===== src/rtl/dmem_wb_arbiter_pkg.sv =====
// Shared types for the two-master data-memory Wishbone arbiter.
package dmem_arb_pkg;

  typedef enum logic [1:0] {
    IDLE = 2'd0,
    GNT0 = 2'd1,
    GNT1 = 2'd2
  } arb_state_e;

  localparam int NM_HOLD_DEF = 16;

endpackage


===== src/rtl/dmem_wb_arbiter.sv =====
// Round-robin Wishbone arbiter sharing the data memory slave between the core
// load/store port (m0) and the DMA/debug loader port (m1), with a hold limit.
module dmem_wb_arbiter
  import dmem_arb_pkg::*;
#(
  parameter int NM_HOLD = NM_HOLD_DEF
) (
  input  logic        clk_i,
  input  logic        rst_i,

  input  logic        m0_cyc_i,
  input  logic        m0_stb_i,
  input  logic        m0_we_i,
  input  logic [31:0] m0_adr_i,
  input  logic [31:0] m0_dat_i,
  input  logic [3:0]  m0_sel_i,
  output logic [31:0] m0_dat_o,
  output logic        m0_ack_o,

  input  logic        m1_cyc_i,
  input  logic        m1_stb_i,
  input  logic        m1_we_i,
  input  logic [31:0] m1_adr_i,
  input  logic [31:0] m1_dat_i,
  input  logic [3:0]  m1_sel_i,
  output logic [31:0] m1_dat_o,
  output logic        m1_ack_o,

  output logic        s_cyc_o,
  output logic        s_stb_o,
  output logic        s_we_o,
  output logic [31:0] s_adr_o,
  output logic [31:0] s_dat_o,
  output logic [3:0]  s_sel_o,
  input  logic [31:0] s_dat_i,
  input  logic        s_ack_i,

  output logic [1:0]  gnt_o
);

  localparam int HOLD_W = $clog2(NM_HOLD + 1);

  arb_state_e        state;
  logic              last;
  logic [HOLD_W-1:0] hold_cnt;

  logic              own_cyc;
  logic              own_stb;
  logic              oth_cyc;
  logic              hold_max;
  logic              release_bus;
  arb_state_e        oth_state;

  // View of the bus from the current owner's side, so both grant states share one rule set.
  always_comb begin
    own_cyc   = 1'b0;
    own_stb   = 1'b0;
    oth_cyc   = 1'b0;
    oth_state = IDLE;
    case (state)
      GNT0: begin
        own_cyc   = m0_cyc_i;
        own_stb   = m0_stb_i;
        oth_cyc   = m1_cyc_i;
        oth_state = GNT1;
      end
      GNT1: begin
        own_cyc   = m1_cyc_i;
        own_stb   = m1_stb_i;
        oth_cyc   = m0_cyc_i;
        oth_state = GNT0;
      end
      default: ;
    endcase
  end

  assign hold_max    = (hold_cnt == HOLD_W'(NM_HOLD));
  // Preemption only between beats: the owner must have stb low this cycle.
  assign release_bus = !own_cyc || (hold_max && oth_cyc && !own_stb);

  always_ff @(posedge clk_i) begin
    if (rst_i) begin
      state    <= IDLE;
      last     <= 1'b1;
      hold_cnt <= '0;
    end else begin
      case (state)
        IDLE: begin
          hold_cnt <= '0;
          if (m0_cyc_i && (!m1_cyc_i || last)) begin
            state <= GNT0;
          end else if (m1_cyc_i) begin
            state <= GNT1;
          end
        end
        GNT0, GNT1: begin
          if (release_bus) begin
            last     <= (state == GNT1);
            hold_cnt <= '0;
            state    <= oth_cyc ? oth_state : IDLE;
          end else if (!hold_max) begin
            hold_cnt <= hold_cnt + 1'b1;
          end
        end
        default: begin
          state    <= IDLE;
          hold_cnt <= '0;
        end
      endcase
    end
  end

  always_comb begin
    s_cyc_o  = 1'b0;
    s_stb_o  = 1'b0;
    s_we_o   = 1'b0;
    s_adr_o  = '0;
    s_dat_o  = '0;
    s_sel_o  = '0;
    m0_ack_o = 1'b0;
    m1_ack_o = 1'b0;
    case (state)
      GNT0: begin
        s_cyc_o  = m0_cyc_i;
        s_stb_o  = m0_stb_i;
        s_we_o   = m0_we_i;
        s_adr_o  = m0_adr_i;
        s_dat_o  = m0_dat_i;
        s_sel_o  = m0_sel_i;
        m0_ack_o = s_ack_i;
      end
      GNT1: begin
        s_cyc_o  = m1_cyc_i;
        s_stb_o  = m1_stb_i;
        s_we_o   = m1_we_i;
        s_adr_o  = m1_adr_i;
        s_dat_o  = m1_dat_i;
        s_sel_o  = m1_sel_i;
        m1_ack_o = s_ack_i;
      end
      default: ;
    endcase
  end

  // Read data is broadcast; each master qualifies it with its own ack/timing.
  assign m0_dat_o = s_dat_i;
  assign m1_dat_o = s_dat_i;
  assign gnt_o    = {state == GNT1, state == GNT0};

endmodule


===== config.mk =====
export PLATFORM = sky130hd
export DESIGN_NAME = dmem_wb_arbiter
export DESIGN_NICKNAME = d
export VERILOG_FILES = /design/src/rtl/dmem_wb_arbiter_pkg.sv /design/src/rtl/dmem_wb_arbiter.sv
export SDC_FILE = /design/constraint.sdc
export NUM_CORES = 1
export LEC_CHECK = 0
export ABC_AREA = 0
export BUFFER_PORTS_ARGS = -buffer_cell sky130_fd_sc_hd__buf_2
export CORE_AREA = 2 2 122 124
export CTS_CLUSTER_SIZE = 20
export DETAILED_ROUTE_END_ITERATION = 16
export DIE_AREA = 0 0 124 126
export PLACE_DENSITY = 0.43
export SLEW_MARGIN = 30
export SYNTH_ARGS = -nofsm -noshare
export SYNTH_HDL_FRONTEND = slang
export SYNTH_SLANG_ARGS = --single-unit

===== constraint.sdc =====
create_clock -name clk_i -period 2.94 [get_ports clk_i]
set_input_delay 0.882 -clock clk_i [delete_from_list [all_inputs] [get_ports clk_i]]
set_output_delay 0.882 -clock clk_i [all_outputs]
set_load 0.05 [all_outputs]

# Yosys cells after proc, flatten, opt, wreduce, memory -nomap -nowiden

Index checks and enable logic that the tools add are counted.

$lt $le $gt $ge: 0
Divide/modulo/power cells: 0
Add/subtract/negate cells: 1
Bitwise logic cells: 1
Multiply operators: 0
Mux-type cells: 15
Shifts and indexed selects: 0
Reduce and logical (&&, ||, !) cells: 13
Equal/unequal tests: 5

Operators with widths:

| kind                  | number |
|---|---|
| $pmux W32 S2          | 2 |
| $mux W2               | 4 |
| $pmux W1 S2           | 4 |
| $pmux W2 S2           | 2 |
| $pmux W4 S2           | 1 |
| $add A5 B1 Y5 const B | 1 |
| $eq A5 B5 Y1 const B  | 1 |
| $reduce_and A2 Y1     | 2 |
| $logic_and A1 B1 Y1   | 3 |
| $logic_not A1 Y1      | 3 |
| $ne A3 B3 Y1 const B  | 1 |
| $reduce_or A3 Y1      | 1 |
| $eq A2 B1 Y1 const B  | 1 |
| $eq A2 B2 Y1 const B  | 1 |
| $logic_not A2 Y1      | 1 |
| $logic_or A1 B1 Y1    | 2 |
| $mux W1               | 2 |
| $ne A2 B2 Y1 const B  | 1 |
| $reduce_or A2 Y1      | 1 |
| $not A1 Y1            | 1 |

Memories: 0
Latch bits: 0
Logic and storage cells: 38
Input port bits: 177
Output and inout port bits: 139
Bits in read-only memories: 0
Flip-flop bits (word level): 8
Memory bits (writable): 0

# Longest topological paths before layout

Gate-level depths: netlist of run 1.

Depth in word-level cells: 7
Mapped depth: 7
Depth with buffers taken out: 6

# Least setup slack after synthesis of run 1

Ideal clock, no wire load.

Path kind: reg-to-output
From: reg state[0]
To: out s_adr_o[0]
Path buffers: 2
Setup slack: -115 ps
Arrival: 2173 ps
Cell stages (with the launch flop): 7
Required time: 2058 ps
Cells stage by stage: dfxtp_1 -> inv_1 -> ha_1 -> buf_6 -> clkbuf_1 -> a22oi_1 -> nor2_1

Cells in the longest elaborated chain, start to end: 2
Elaborated cells on any way between the ends: 3

Ends and longest elaborated chain:

| what                     | RTL line               | source |
|---|---|---|
| start: declaration       | dmem_wb_arbiter.sv:43  | `arb_state_e state;` |
| start signal: assignment | dmem_wb_arbiter.sv:100 | `state <= oth_cyc ? oth_state : IDLE;` |
| $eq A2 B2 Y1             | n/a                    |  |
| net gnt_o[1]             | dmem_wb_arbiter.sv:38  | `output logic [1:0] gnt_o` |
| $pmux W32 S2             | dmem_wb_arbiter.sv:122 | `case (state)` |
| end: declaration         | dmem_wb_arbiter.sv:32  | `output logic [31:0] s_adr_o,` |

The timed path passes the listed nets, and every way through them passes these cells.

# Worst setup path after layout of run 1

From: reg state[0]
To: out s_adr_o[24]

Cells in the longest elaborated chain, start to end: 2
Elaborated cells on any way between the ends: 3

Ends and longest elaborated chain:

| what                                         | RTL line |
|---|---|
| $eq A2 B2 Y1 or $eq A2 B1 Y1 (tied branches) | dmem_wb_arbiter.sv:122 |
| $pmux W32 S2 (*)                             | dmem_wb_arbiter.sv:122 |

Mark *: on every way between the ends. The rest lies on a longest branch, timed or not.

==> results.py, run 1 <==
metrics = {
    "yosys": {
        "synth_cells": 283,
        "netlist.top_cell.by_area": "a22oi_1",
        "synthesis.area_mm2": 0.001889,
        "synth-edff-count": 0,
        "async_flop_share_pct": 0,
        "yosysMostFrequentCell": "nor2_1",
        "avgSynthCellArea_um2": 6.676,
        "ys.flop_type": "dfxtp_1",
        "synthDominantCellAreaShare_pct": 27.81,
        "ys_seq_area_share_pct": 8.477,
        "netlist_top_cells_count": "nor2_1, a22oi_1, buf_4",
        "synth_seq_cells": 8,
        "ys_warn_count": 0,
        "synth_area_leaders": "a22oi_1, buf_4, nor2_1, dfxtp_1, clkbuf_1",
        "synthesis.nets": 466,
        "synth_cell_types": 28,
    },
    "critical_path": {
        "crit_fanout": 73,
        "startpoint": "state[0]",
        "critical_path.top_delay_family": "buffers and inverters",
        "slowest_delay_ns": 0.38,
        "r2r_end": "hold_cnt[2]",
        "cp.required_ns": 2.06,
        "crit_type": "register to output port",
        "cp_num_buf_inv": 4,
        "end_kind": "output port",
        "reg2reg_from": "state[0]",
        "r2r_cells": 7,
        "start_kind": "register",
        "r2r_slack_ns": 0.80,
        "crit_arrival_ns": 1.88,
        "path_cells": "inv_1 > ha_1 > clkinv_2 > buf_12 > nor2_2 > buf_2",
        "cp_slowest_cell": "dfxtp_1",
    },
    "cts": {
        "root_buffer": "clkbuf_16",
        "clk_latency_ns": 0.23,
        "cts_sinks": 8,
        "path_clk_slew_ns": 0.04,
        "cts_made_buffers": 3,
        "clockBufferDepth": 2,
        "holdBufCountCts": 0,
        "cts_resized": 0,
        "cts_setup_buffers": 0,
        "cts_tree": "built",
        "h-tree-depth": 1,
    },
    "floorplanning": {
        "die_h_um": 126,
        "initial_core_util_pct": 13.20,
        "die_area_mm2": 0.01562,
        "fp-row-count": 44,
        "io_pins": 316,
        "core-area_mm2": 0.01431,
        "die_w_um": 124,
    },
    "timing": {
        "slew-limit-headroom_pct": 67.13,
        "min_period_ns": 2.766,
        "worstMarginPinSlew_ns": 0.4930,
        "tns_ns": 0,
        "slew_violations": 0,
        "grt_setup_unrepaired": "false",
        "fin_ws_ns": 0.1739,
        "skew_ns": 0.002774,
        "hold_viol": 0,
        "clock.fmax_mhz": 361.5,
        "period_share_pct": 94.08,
        "finalSetupViolations": 0,
        "whs_ns": 0.5107,
    },
    "grt": {
        "grt_max_degree": 74,
        "grt_pass1_vias": 2271,
        "grt_use_total_pct": 7.861,
        "grt_pass1_wl_um": 10120,
        "antenna_found_initial": 0,
        "overflow": 0,
    },
    "placement": {
        "placedCellCount": 604,
        "gp_congestion": 0.6918,
        "port_buffers": 219,
        "placed_area_mm2": 0.002875,
        "pre_cts_ws_ns": 0.4238,
        "dp_hpwl_um": 5839,
    },
    "finish": {
        "antennaDiodeCount": 0,
        "nNetsFinal": 608,
        "final_area_mm2": 0.002950,
        "drive_gt1_share_pct": 71.87,
        "fillCellCount": 1602,
        "finalNonFillerCells": 607,
        "syn2layout_area_growth_pct": 56.16,
    },
    "hold_path": {
        "hold_depth": 2,
        "hp-class": "register to register",
        "hp-start": "last",
        "hold-path-endpoint": "last",
    },
    "detailed_routing": {
        "drc": 0,
        "wirelength_um": 7186,
        "drt_pass1_iterations": 4,
        "vias": 2505,
        "postRouteAntennaNets": 0,
        "drt_iter0_markers": 58,
        "vias_per_cell": 4.127,
        "wl_per_cell_um": 11.84,
    },
    "flow_run": {
        "maxCapViolations": 0,
    },
    "outcome": {
        "status": "complete, no violations",
    },
    "pwr": {
        "p_leak_nw": 1.403,
        "peakVddDrop_mv": 0.3030,
        "powerDensity_mw_per_mm2": 520.8,
    },
}
how the worst max path moves through the flow:
stage,endpoint,slack [ns],cells after the start
after floorplan,s_adr_o[0],0.1,6
after global placement,s_dat_o[23],0.48,6
after detailed placement,s_dat_o[15],0.42,6
after CTS,s_dat_o[17],0.17,6
after global routing,s_dat_o[20],0.02,6
final,s_adr_o[24],0.17,6
routing by layer:
metal	up-vias	part of all wire, %	GRT usage, %
li1	1214	-	-
met1	1107	36	7.823
met2	150	50	15.32
met3	34	10	1.404
met4	0	3.7	3.701
met5	-	0	0
stage by stage:
step	total power, W	utilization (%)
after CTS	0.001555	20.61
final	0.001537	20.61
after detailed placement	0.001321	20.09
after global routing	0.001640	20.61
after floorplan	0.001254	-
after global placement	0.001305	20.09
power breakdown:
group          total [W]  internal, W  switching, W  leakage (nW)
clock           0.000229     0.000175     0.0000537        0.0370
sequential      0.000127     0.000120    0.00000748        0.0650
combinational    0.00118     0.000335      0.000846          1.30
total            0.00154     0.000630      0.000907          1.40
worst reg2reg max path, cell delays in order (launching register included):
cell	delay, ns
dfxtp_1	0.38
inv_1	0.09
ha_2	0.27
buf_4	0.26
a22o_1	0.27
and3_4	0.19
or4_4	0.46
nor3_2	0.16
layout make-up:
| cell class | count | area (µm²) | area share (%) |
|---|---|---|---|
| Tap cell | 184 | 230.2 | 7.803 |
| Inverter | 5 | 20.02 | 0.6785 |
| Clock buffer | 3 | 75.07 | 2.545 |
| Multi-Input combinational cell | 183 | 1306 | 44.27 |
| Timing Repair Buffer | 224 | 1159 | 39.27 |
| Sequential cell | 8 | 160.2 | 5.428 |
placed cells by master, fill, tap and decap left out, types with 2 or more instances in the layout:
| master | Yosys | layout |
|---|---|---|
| inv_1 | 4 | 4 |
| and2_1 | 2 | 2 |
| clkbuf_16 | 0 | 3 |
| nor2_2 | 0 | 69 |
| nand2b_1 | 2 | 2 |
| nand3_1 | 4 | 4 |
| mux2i_1 | 3 | 3 |
| nor2_1 | 79 | 10 |
| a22oi_1 | 70 | 70 |
| xnor2_1 | 2 | 2 |
| buf_4 | 64 | 3 |
| buf_2 | 0 | 219 |
| dfxtp_1 | 8 | 8 |
| xor2_1 | 2 | 2 |
| ha_1 | 6 | 4 |
| ha_2 | 0 | 2 |
| buf_12 | 0 | 2 |
cells by family after synthesis:
logic type | count (synthesis) | synth area share (%)
muxes | 3 | 1.589
AOI/OAI and AO/OA | 77 | 31.06
DFF | 8 | 8.477
adders and majority gates | 6 | 3.973
buffers and inverters | 92 | 31.79
and+or+nand+nor | 93 | 21.26
xor gates and xnor gates | 4 | 1.855
flip-flops by register name, indices dropped and copies added (netlist names):
name and count:
last 1, state 2, hold_cnt 5
No activity file was read; power rests on OpenSTA's default activity.
==> inputs of run 2 (changes only) <==
--- a/config.mk
+++ b/config.mk
@@ -6,7 +6,7 @@
 export NUM_CORES = 1
 export LEC_CHECK = 0
 export ABC_AREA = 0
-export BUFFER_PORTS_ARGS = -buffer_cell sky130_fd_sc_hd__buf_2
+export BUFFER_PORTS_ARGS = -buffer_cell sky130_fd_sc_hd__buf_4
 export CORE_AREA = 2 2 122 124
 export CTS_CLUSTER_SIZE = 20
 export DETAILED_ROUTE_END_ITERATION = 16
==> run 2 against run 1 <==
Against the previous run:
- final cell count grew 0.16%
- critical path depth is the same
- clock skew is essentially flat
- cell area grew 19%
- clock-buffer cell count is the same
- sequential cell count is the same
- combinational power grew 11%
- global-route usage grew 0.68 points
==> results.py, run 2 (same netlist as run 1, synthesis figures left out) <==
metrics = {
    "placement": {
        "port_buffers": 219,
        "placedCellCount": 605,
        "pre_cts_ws_ns": 0.4326,
        "dp_hpwl_um": 6384,
        "gp_congestion": 0.7130,
    },
    "finish": {
        "fillCellCount": 1567,
        "post-route-util_pct": 24.49,
        "final_common_cell": "buf_4",
        "layout_common_cells": "buf_4, a22oi_1, nor2_2, nor2_1, dfxtp_1",
        "reg_top3": "hold_cnt x5, state x2, last x1",
        "max_flop_register": "hold_cnt",
        "nNetsFinal": 609,
        "multi_input_area_mm2": 0.001306,
        "syn2layout_area_growth_pct": 85.56,
        "drive_gt1_share_pct": 71.93,
        "antennaDiodeCount": 0,
        "regArea_um2": 160.2,
        "largest_reg_flops": 5,
        "finalNonFillerCells": 608,
    },
    "detailed_routing": {
        "wl_per_cell_um": 12.82,
        "drt_iter0_markers": 51,
        "drt_pass1_iterations": 4,
        "vias": 2509,
        "wirelength_um": 7794,
        "drc": 0,
        "postRouteAntennaNets": 0,
        "vias_per_cell": 4.127,
    },
    "floorplanning": {
        "io_pins": 316,
        "die_w_um": 124,
        "die_area_mm2": 0.01562,
        "die_h_um": 126,
        "initial_core_util_pct": 13.20,
        "fp-row-count": 44,
        "core-area_mm2": 0.01431,
    },
    "timing": {
        "hold_viol": 0,
        "slew_violations": 0,
        "tns_ns": 0,
        "finalSetupViolations": 0,
        "whs_ns": 0.5156,
        "min_period_ns": 2.729,
        "skew_ns": 0.002388,
        "worstMarginPinSlew_ns": 0.4225,
        "fin_ws_ns": 0.2111,
        "clock.fmax_mhz": 366.5,
        "slew-limit-headroom_pct": 71.83,
        "period_share_pct": 92.82,
        "grt_setup_unrepaired": "false",
    },
    "grt": {
        "overflow": 0,
        "grt_pass1_vias": 2386,
        "grt-busiest-layer": "met2",
        "antenna_found_initial": 0,
        "met2_usage_pct": 16.71,
        "grt_use_total_pct": 8.538,
        "grt.met3_usage_pct": 1.993,
        "grt_max_degree": 54,
        "grt_pass1_wl_um": 10950,
        "grt_use_met1_pct": 8.452,
    },
    "cts": {
        "cts_resized": 0,
        "cts_made_buffers": 3,
        "clockBufferDepth": 2,
        "cts_sinks": 8,
        "holdBufCountCts": 0,
        "clk_latency_ns": 0.23,
        "h-tree-depth": 1,
        "cts_setup_buffers": 0,
        "cts_tree": "built",
        "path_clk_slew_ns": 0.04,
        "root_buffer": "clkbuf_16",
    },
    "critical_path": {
        "start_kind": "register",
        "crit_type": "register to output port",
        "reg2reg_from": "state[1]",
        "cp.required_ns": 2.06,
        "r2r_cells": 7,
        "crit_fanout": 25,
        "end_kind": "output port",
        "startpoint": "state[0]",
        "crit_arrival_ns": 1.85,
    },
    "flow_run": {
        "maxCapViolations": 0,
    },
    "pwr": {
        "peakVddDrop_mv": 0.2273,
        "powerDensity_mw_per_mm2": 474.8,
        "p_leak_nw": 1.528,
    },
    "hold_path": {
        "hp-start": "hold_cnt[4]",
        "hold_depth": 2,
        "hp-class": "register to register",
    },
    "outcome": {
        "status": "complete, no violations",
    },
}
==> run 2: cell count changes in the layout (fill, tap and decap cells not counted), sizes merged <==
cell,delta
buf,+1
==> run 2: final timing paths <==
| kind | end | slack, ns |
|---|---|---|
| worst max register to register | hold_cnt[2] | 0.92 |
| worst min register to register | hold_cnt[4] | 0.52 |
| worst max-delay path | s_dat_o[18] | 0.21 |
| worst min-delay path | hold_cnt[4] | 0.52 |
==> run 2: power by group <==
group / switching, W / internal [W]
sequential: 0.00000746 / 0.000120
combinational: 0.000860 / 0.000453
clock: 0.0000494 / 0.000175
==> run 2: worst max-delay path, cell delays in order (launching register included) <==
cell and delay [ns]:
dfxtp_1 0.33, inv_1 0.09, ha_2 0.39, buf_4 0.34, a22oi_1 0.15, nor2_2 0.10, buf_4 0.20
==> run 2: final cells by class <==
class                   count  area share (%)
inverters                   5          0.5710
repair buffers            225           48.89
multi-input cells         183           37.26
well taps                 184           6.567
clock buffers               3           2.141
flip-flops and latches      8           4.568
==> run 2: stage by stage <==
| stage | power [W] | instance area, µm² |
|---|---|---|
| floorplan | 0.001254 | 2062 |
| global placement | 0.001452 | 3431 |
| detailed placement | 0.001457 | 3431 |
| CTS | 0.001689 | 3506 |
| global route | 0.001776 | 3506 |
| finish | 0.001665 | 3506 |
==> run 2: per-layer routing <==
metal  routed length, µm  vias up
met4                 239        0
met1                2640     1119
met3                 873       31
li1                    -     1214
met2                4040      145
met5                   0        -
